===== src/rtl/bcd_convert_arbiter_if.sv =====
// Request/result bundle between the two requesters and the shared BCD engine.
// The master side drives the requests; the slave side is the engine.
interface bcd_convert_arbiter_if #(
  parameter int WIDTH  = 20,
  parameter int DIGITS = 6
);
  logic                req0;
  logic [WIDTH-1:0]    bin0;
  logic                req1;
  logic [WIDTH-1:0]    bin1;
  logic                ack0;
  logic                ack1;
  logic                busy;
  logic                done;
  logic                done_id;
  logic [4*DIGITS-1:0] bcd_out;
  logic                ovf;

  modport master (
    output req0, bin0, req1, bin1,
    input  ack0, ack1, busy, done, done_id, bcd_out, ovf
  );

  modport slave (
    input  req0, bin0, req1, bin1,
    output ack0, ack1, busy, done, done_id, bcd_out, ovf
  );
endinterface


===== src/rtl/bcd_convert_arbiter.sv =====
// Shared double-dabble binary-to-BCD engine with a two-way round-robin arbiter.
// One operand bit per cycle; the result saturates to all nines when it overflows DIGITS.
module bcd_convert_arbiter #(
  parameter int WIDTH  = 20,
  parameter int DIGITS = 6
) (
  input  logic                 clk,
  input  logic                 reset,
  bcd_convert_arbiter_if.slave bus
);
  localparam int SW = 4 * (DIGITS + 1);
  localparam int CW = $clog2(WIDTH + 1);
  localparam logic [CW-1:0] LAST_ITER = CW'(WIDTH - 1);

  localparam logic [0:0] IDLE  = 1'b0;
  localparam logic [0:0] SHIFT = 1'b1;

  logic [0:0]       state;
  logic [WIDTH-1:0] operand;
  logic [WIDTH-1:0] operand_nxt;
  logic [SW-1:0]    scratch;
  logic [SW-1:0]    scratch_adj;
  logic [SW-1:0]    scratch_nxt;
  logic [CW-1:0]    cnt;
  logic             last_id;
  logic             grant_any;
  logic             grant_id;

  // On contention the requester that was not served last wins.
  assign grant_any = bus.req0 | bus.req1;
  assign grant_id  = bus.req1 & (~bus.req0 | ~last_id);

  assign bus.busy = (state == SHIFT);

  // NOTE: every always_comb output gets a full default first, so no path can leave it unassigned and infer a latch.
  always_comb begin
    scratch_adj = scratch;
    for (int d = 0; d <= DIGITS; d++) begin
      if (scratch[4*d +: 4] >= 4'd5) begin
        scratch_adj[4*d +: 4] = scratch[4*d +: 4] + 4'd3;
      end
    end
    {scratch_nxt, operand_nxt} = {scratch_adj, operand} << 1;
  end

  // NOTE: sequential state uses non-blocking assignments only, so every register samples pre-edge values.
  always_ff @(posedge clk or negedge reset) begin
    if (!reset) begin
      state       <= IDLE;
      operand     <= '0;
      scratch     <= '0;
      cnt         <= '0;
      last_id     <= 1'b1;
      bus.ack0    <= 1'b0;
      bus.ack1    <= 1'b0;
      bus.done    <= 1'b0;
      bus.done_id <= 1'b0;
      bus.bcd_out <= '0;
      bus.ovf     <= 1'b0;
    end else begin
      bus.ack0 <= 1'b0;
      bus.ack1 <= 1'b0;
      bus.done <= 1'b0;
      case (state)
        IDLE: begin
          if (grant_any) begin
            operand  <= grant_id ? bus.bin1 : bus.bin0;
            scratch  <= '0;
            cnt      <= '0;
            last_id  <= grant_id;
            bus.ack0 <= ~grant_id;
            bus.ack1 <= grant_id;
            state    <= SHIFT;
          end
        end
        SHIFT: begin
          operand <= operand_nxt;
          scratch <= scratch_nxt;
          cnt     <= cnt + 1'b1;
          if (cnt == LAST_ITER) begin
            bus.done    <= 1'b1;
            bus.done_id <= last_id;
            // A nonzero top scratch digit means the value does not fit in DIGITS digits.
            if (scratch_nxt[SW-1 -: 4] != 4'd0) begin
              bus.bcd_out <= {DIGITS{4'h9}};
              bus.ovf     <= 1'b1;
            end else begin
              bus.bcd_out <= scratch_nxt[4*DIGITS-1:0];
              bus.ovf     <= 1'b0;
            end
            state <= IDLE;
          end
        end
        default: state <= IDLE;
      endcase
    end
  end
endmodule


===== src/flat_wrapper.sv =====
// flat-port wrapper written by rule: the top's interface ports become plain ports
module bcd_convert_arbiter_flat 
#(
  parameter int WIDTH  = 20,
  parameter int DIGITS = 6
)
  (clk, reset, bus_req0, bus_bin0, bus_req1, bus_bin1, bus_ack0, bus_ack1, bus_busy, bus_done, bus_done_id, bus_bcd_out, bus_ovf);
  bcd_convert_arbiter_if #(.WIDTH(WIDTH), .DIGITS(DIGITS)) bus_i ();
  input  logic clk;
  input  logic reset;
  input wire logic [$bits(bus_i.req0)-1:0] bus_req0;
  input wire logic [$bits(bus_i.bin0)-1:0] bus_bin0;
  input wire logic [$bits(bus_i.req1)-1:0] bus_req1;
  input wire logic [$bits(bus_i.bin1)-1:0] bus_bin1;
  output wire logic [$bits(bus_i.ack0)-1:0] bus_ack0;
  output wire logic [$bits(bus_i.ack1)-1:0] bus_ack1;
  output wire logic [$bits(bus_i.busy)-1:0] bus_busy;
  output wire logic [$bits(bus_i.done)-1:0] bus_done;
  output wire logic [$bits(bus_i.done_id)-1:0] bus_done_id;
  output wire logic [$bits(bus_i.bcd_out)-1:0] bus_bcd_out;
  output wire logic [$bits(bus_i.ovf)-1:0] bus_ovf;
  assign bus_i.req0 = bus_req0;
  assign bus_i.bin0 = bus_bin0;
  assign bus_i.req1 = bus_req1;
  assign bus_i.bin1 = bus_bin1;
  assign bus_ack0 = bus_i.ack0;
  assign bus_ack1 = bus_i.ack1;
  assign bus_busy = bus_i.busy;
  assign bus_done = bus_i.done;
  assign bus_done_id = bus_i.done_id;
  assign bus_bcd_out = bus_i.bcd_out;
  assign bus_ovf = bus_i.ovf;
  bcd_convert_arbiter #(.WIDTH(WIDTH), .DIGITS(DIGITS)) u_core (.clk(clk), .reset(reset), .bus(bus_i));
endmodule

===== config.mk =====
export PLATFORM = sky130hd
export DESIGN_NAME = bcd_convert_arbiter_flat
export DESIGN_NICKNAME = d
export VERILOG_FILES = /design/src/rtl/bcd_convert_arbiter_if.sv /design/src/rtl/bcd_convert_arbiter.sv /design/src/flat_wrapper.sv
export SDC_FILE = /design/constraint.sdc
export NUM_CORES = 1
export LEC_CHECK = 0
export CAP_MARGIN = 20
export CORE_ASPECT_RATIO = 1.5
export CORE_UTILIZATION = 53
export CTS_CLUSTER_DIAMETER = 150
export DETAILED_ROUTE_END_ITERATION = 6
export GPL_ROUTABILITY_DRIVEN = 0
export MAX_ROUTING_LAYER = met4
export PLACE_DENSITY = 0.81
export SYNTH_ARGS = -nofsm -noshare
export SYNTH_HDL_FRONTEND = slang
export SYNTH_SLANG_ARGS = --single-unit

===== constraint.sdc =====
create_clock -name clk -period 2.3 [get_ports clk]
set_clock_uncertainty 0.2 [all_clocks]
set_input_delay 0.345 -clock clk [delete_from_list [all_inputs] [get_ports clk]]
set_output_delay 0.345 -clock clk [all_outputs]
set_load 0.02 [all_outputs]

# [Word-level counts from Yosys, hierarchy flattened]
# Cells that the tools add are included.
# Widths: inputs -> output; s select.
[op_classes] n_lt_le_gt_ge=7 bitwise=7 reduce_logical=3 muxes=25 eq_ne=2 n_addsub=8
[ops] operator="$pmux 28 s2" count=1
[ops] operator="$mux 20" count=2
[ops] operator="$pmux 20 s2" count=1
[ops] operator="$ge 4x3->1 const B" count=7
[ops] operator="$mux 28" count=1
[ops] operator="$add 4x2->4 const B" count=6
[ops] operator="$mux 24" count=1
[ops] operator="$mux 4" count=6
[ops] operator="$pmux 5 s2" count=1
[ops] operator="$mux 1" count=9
[ops] operator="$add 5x1->5 const B" count=1
[ops] operator="$eq 5x5->1 const B" count=1
[ops] operator="$mux 5" count=1
[ops] operator="$not 1->1" count=4
[ops] operator="$reduce_and 2->1" count=2
[ops] operator="$reduce_bool 4->1" count=1
[ops] operator="$add 3x2->3 const B" count=1
[ops] operator="$mux 3" count=1
[ops] operator="$ne 2x1->1 const B" count=1
[ops] operator="$or 1x1->1" count=2
[ops] operator="$pmux 1 s2" count=1
[ops] operator="$and 1x1->1" count=1
[word_totals] output_inout_bits=30 elab_cells=63 in_bits=44 reg_bits=84

# [Longest topological paths before layout]
[logic_depth] word_depth=6 ltp_mapped=8 mapped_depth_nobuf=7

# [Least setup slack after synthesis]
# Ideal clock, no wire load.
[synth_timing] path_type="register -> register" from="register u_core.scratch[24]" to="register u_core.bus.bcd_out[12]" required_time_ns=2.018 slack_ns=0.240 n_path_buf=1 synth_period_minus_slack_ns=2.060 path_stages_with_launch=9 setup_time_ns=0.082 arrival_time_ns=1.778 path_cell_list="dfrtp_1 -> inv_1 -> ha_1 -> nand2b_1 -> a21oi_2 -> mux2_1 -> and3_1 -> buf_2 -> a31oi_1"
[synth_via] elab_chain_len=4 elab_cells_between_ends=5 classes_between="add/sub (1); order compare (1); mux (2); reduce/logical (1)"
[synth_lines] item="start, declared" line="bcd_convert_arbiter.sv:21" text="logic [SW-1:0] scratch;"
[synth_lines] item="start signal, assigned" line="bcd_convert_arbiter.sv:78" text="scratch <= scratch_nxt;"
[synth_lines] item="$ge 4x3->1 / $add 3x2->3 (equally long branches)" line="bcd_convert_arbiter.sv:39, bcd_convert_arbiter.sv:40"
[synth_lines] item="$mux 3 (*)" line="bcd_convert_arbiter.sv:39" text="if (scratch[4*d +: 4] >= 4'd5) begin"
[synth_lines] item="$reduce_bool 4->1 (*)" line="bcd_convert_arbiter.sv:84" text="if (scratch_nxt[SW-1 -: 4] != 4'd0) begin"
[synth_lines] item="$mux 24 (*)" line="bcd_convert_arbiter.sv:84"
[synth_lines] item="end signal, assigned" line="bcd_convert_arbiter.sv:85" text="bus.bcd_out <= {DIGITS{4'h9}};"
[synth_lines] item="end signal, assigned" line="bcd_convert_arbiter.sv:88" text="bus.bcd_out <= scratch_nxt[4*DIGITS-1:0];"
[synth_lines] item="end, declared" line="bcd_convert_arbiter_if.sv:26" text="output ack0, ack1, busy, done, done_id, bcd_out, ovf"
# Every way passes the cells marked *; elsewhere a longest branch is shown, timed or not.
# A chain may end at the register's enable or synchronous reset.

# [Worst setup path after layout]
[layout_timing] from="register u_core.state, in the netlist u_core.bus.busy" to="output bus_busy"
[layout_rtl] item="start, declared" line="bcd_convert_arbiter.sv:18" text="logic [0:0] state;"
[layout_rtl] item="start signal, assigned" line="bcd_convert_arbiter.sv:49" text="state <= IDLE;"
[layout_rtl] item="start signal, assigned" line="bcd_convert_arbiter.sv:73" text="state <= SHIFT;"
[layout_rtl] item="start signal, assigned" line="bcd_convert_arbiter.sv:91" text="state <= IDLE;"
[layout_rtl] item="end, declared" line="flat_wrapper.sv:17" text="output wire logic [$bits(bus_i.busy)-1:0] bus_busy;"
# No word-level cell between the ends.

==> flow_summary.toml <==
[run_status]
status = "completed"

[cts]
root_buffer = "clkbuf_8"
clock-sinks = 84
htree_levels = 3
cts_inserted_buffers = 9
clock_latency_ns = 0.36
clk_path_buf_depth = 2
clk_pin_slew_ns = 0.08
cts_setup_buffers = 0
cts_tree = "yes"

[pwr]
power_switching_share_pct = 39.8
power_frac_comb_pct = 45.0
p_seq_share_pct = 39.5
power_mw = 6.47
intPower_mw = 3.90
clkPwrFrac_pct = 15.5
ir_worst_vdd_v = 0.000483
p_switching_mw = 2.57
p_leak_nw = 2.15
power.density_nw_per_um2 = 1270

[timing]
slew_headroom_pct = 65.1
finalCriticalPeriod_ns = 2.20
finalSetupViolations = 0
drv_slew = 0
hold_viol = 0
tightest_slew_ns = 0.522
period_share_pct = 95.8
rsz0062_at_grt = "false"
fmax_mhz = 454

[global_routing]
use_met2_pct = 45.2
antenna_found_initial = 0
grt_pass1_vias = 3462
grt_usage_pct = 25.8
overflow = 0
grt_pass1_wl_um = 15400
grt-busiest-layer = "met2"
grt_max_degree = 54
met1_usage_pct = 28.4
grt_util_met3_pct = 5.22

[placement]
port_buffers = 73
dp_hpwl_um = 6620

[layout]
layout_common_cells = "dfrtp_1 (83), clkdlybuf4s50_1 (72), nand2_1 (68)"
fillers = 602
drive_above_1_share_pct = 7.82
final_util_pct = 69.4
antenna_cells = 0
syn_to_final_growth_pct = 24.9
final_common_cell = "dfrtp_1"
nets = 553

[floorplan]
io_pins = 74
die_area_um2 = 8080
die_w_um = 73.8
die_y_um = 110
start_util_pct = 55.5
core_area_um2 = 7370
rows = 38

[synthesis]
synth_largest_area_cell = "dfrtp_1"
ys_ff_latch = 84
syn_nets = 484
synthArstFlopShare_pct = 100
synth_area_um2 = 4090
synth_flop_cell = "dfrtp_1"
ys_warn_count = 0
synth_area_leaders = "dfrtp_1 (51%), nand2_1 (6.2%), o21ai_0 (4.6%), ha_1 (4.6%), o31ai_1 (3.7%)"
avgSynthCellArea_um2 = 9.63
yosysTopAreaCellShare_pct = 50.7
seq_area_frac_synth_pct = 51.4
synth.distinct_cells = 37
syn_inst = 425
synth_edf_count = 0

[drt]
route.vias.total = 3419
drt_first_pass_iters = 4
routed_wl_um = 9080
drt_iter0_drc = 171
ant_nets = 0
vias_per_cell = 5.71
wl_per_cell_um = 15.2
post-route-drc-count = 0

[critical_path]
critical_path_peak_fanout = 14
max_stage_delay_ns = 0.64
cp_slowest_cell = "clkdlybuf4s50_1"
cp-end-kind = "primary output"
crit_type = "reg2out"
cp-start-kind = "register"
critPathArrivalTime_ns = 1.66
worstPathCellList = "buf_4 -> clkdlybuf4s50_1"
required_ns = 1.75

[hold_path]
hold_class = "in2async"

[run]
maxCapViolCount = 0
flip-flops by register name (all words and copies together) (netlist names):
register / cells
u_core.bus.busy: 1
u_core.operand: 20
u_core.cnt: 5
u_core.bus.bcd_out: 24
u_core.last_id: 1
u_core.bus.ovf: 1
u_core.scratch: 28
u_core.bus.done: 1
u_core.bus.ack0: 1
u_core.bus.ack1: 1
u_core.bus.done_id: 1
kinds of logic (layout without fill, tap and decap cells):
logic type      after synthesis  after routing  synth area share, %
compound gates              128            128                 19.6
flops                        84             84                 51.4
buf+inv                      45            119                 5.17
xor+xnor                      8              8                 1.71
mux                           8              8                 2.17
fa+ha+maj                    15             15                 4.59
simple gates                137            137                 15.4
layout make-up:
type,instances,area [um2],share of cell area (%)
flip-flops and latches,84,2100,41.2
well taps,100,125,2.45
clock buffers,14,143,2.79
repair buffers,86,853,16.7
clock inverters,2,35.0,0.685
multi-input cells,296,1780,34.9
inverters,17,68.8,1.35
cells in the mapped netlist, types with 12 or more instances:
cell       n
dfrtp_1   83
nand2_1   68
o21ai_0   38
a21oi_1   20
nor2_1    20
nor3_1    20
o31ai_1   20
o22ai_1   18
clkbuf_1  17
inv_1     16
ha_1      15
a31oi_1   13
nor3b_1   12
timing repair:
item / CTS / global route
hold endpoints to repair: 31 / 0
gates resized for setup: 1 / 1
endpoints found under the setup margin: 5 / 4
hold buffers: 1 / 0
power groups by stage:
stage | clock network (mW) | registers, mW | logic, mW
floorplan | 0 | 2.63 | 1.84
detailed placement | 0 | 2.58 | 2.90
CTS | 1.02 | 2.55 | 2.92
finish | 1.01 | 2.55 | 2.91
global route | 1.08 | 2.63 | 3.24
global placement | 0 | 2.53 | 2.76
path summary, 6_finish.rpt:
| kind | from | endpoint | slack, ns | depth (start not counted) |
|---|---|---|---|---|
| worst max-delay path | u_core.bus.busy | bus_busy | 0.1 | 2 |
| worst min-delay path | reset | u_core.bus.ovf | 0.26 | 2 |
| worst max register to register | u_core.scratch[24] | u_core.bus.bcd_out[1] | 0.12 | 8 |
| worst min register to register | u_core.cnt[4] | u_core.cnt[4] | 0.28 | 1 |
| max in group asynchronous | reset | u_core.last_id | 0.97 | 3 |
| min in group clk | u_core.cnt[4] | u_core.cnt[4] | 0.28 | 1 |
metal layers:
metal	share of wire (%)	vias to the layer above
li1	-	1638
met1	40	1659
met2	54	107
met3	4.3	15
met4	1.9	0
met5	0	-
stage by stage:
stage	worst slack [ns]	hold slack (ns)	instance area, um2	TNS, ns	cells
floorplan	0.240	-0.151	4090	0	425
global placement	0.156	0.107	4920	0	582
detailed placement	-0.00872	0.109	4920	-0.0143	582
CTS	0.0347	0.270	5110	0	599
global route	0.0415	0.297	5110	0	599
finish	0.0962	0.264	5110	0	599
critical path: cells and delay by family, from the launching register on:
family | cells | cell delay [ns]
buffers and inverters | 2 | 0.86
DFF | 1 | 0.44
(Power assumes the default switching activity.)
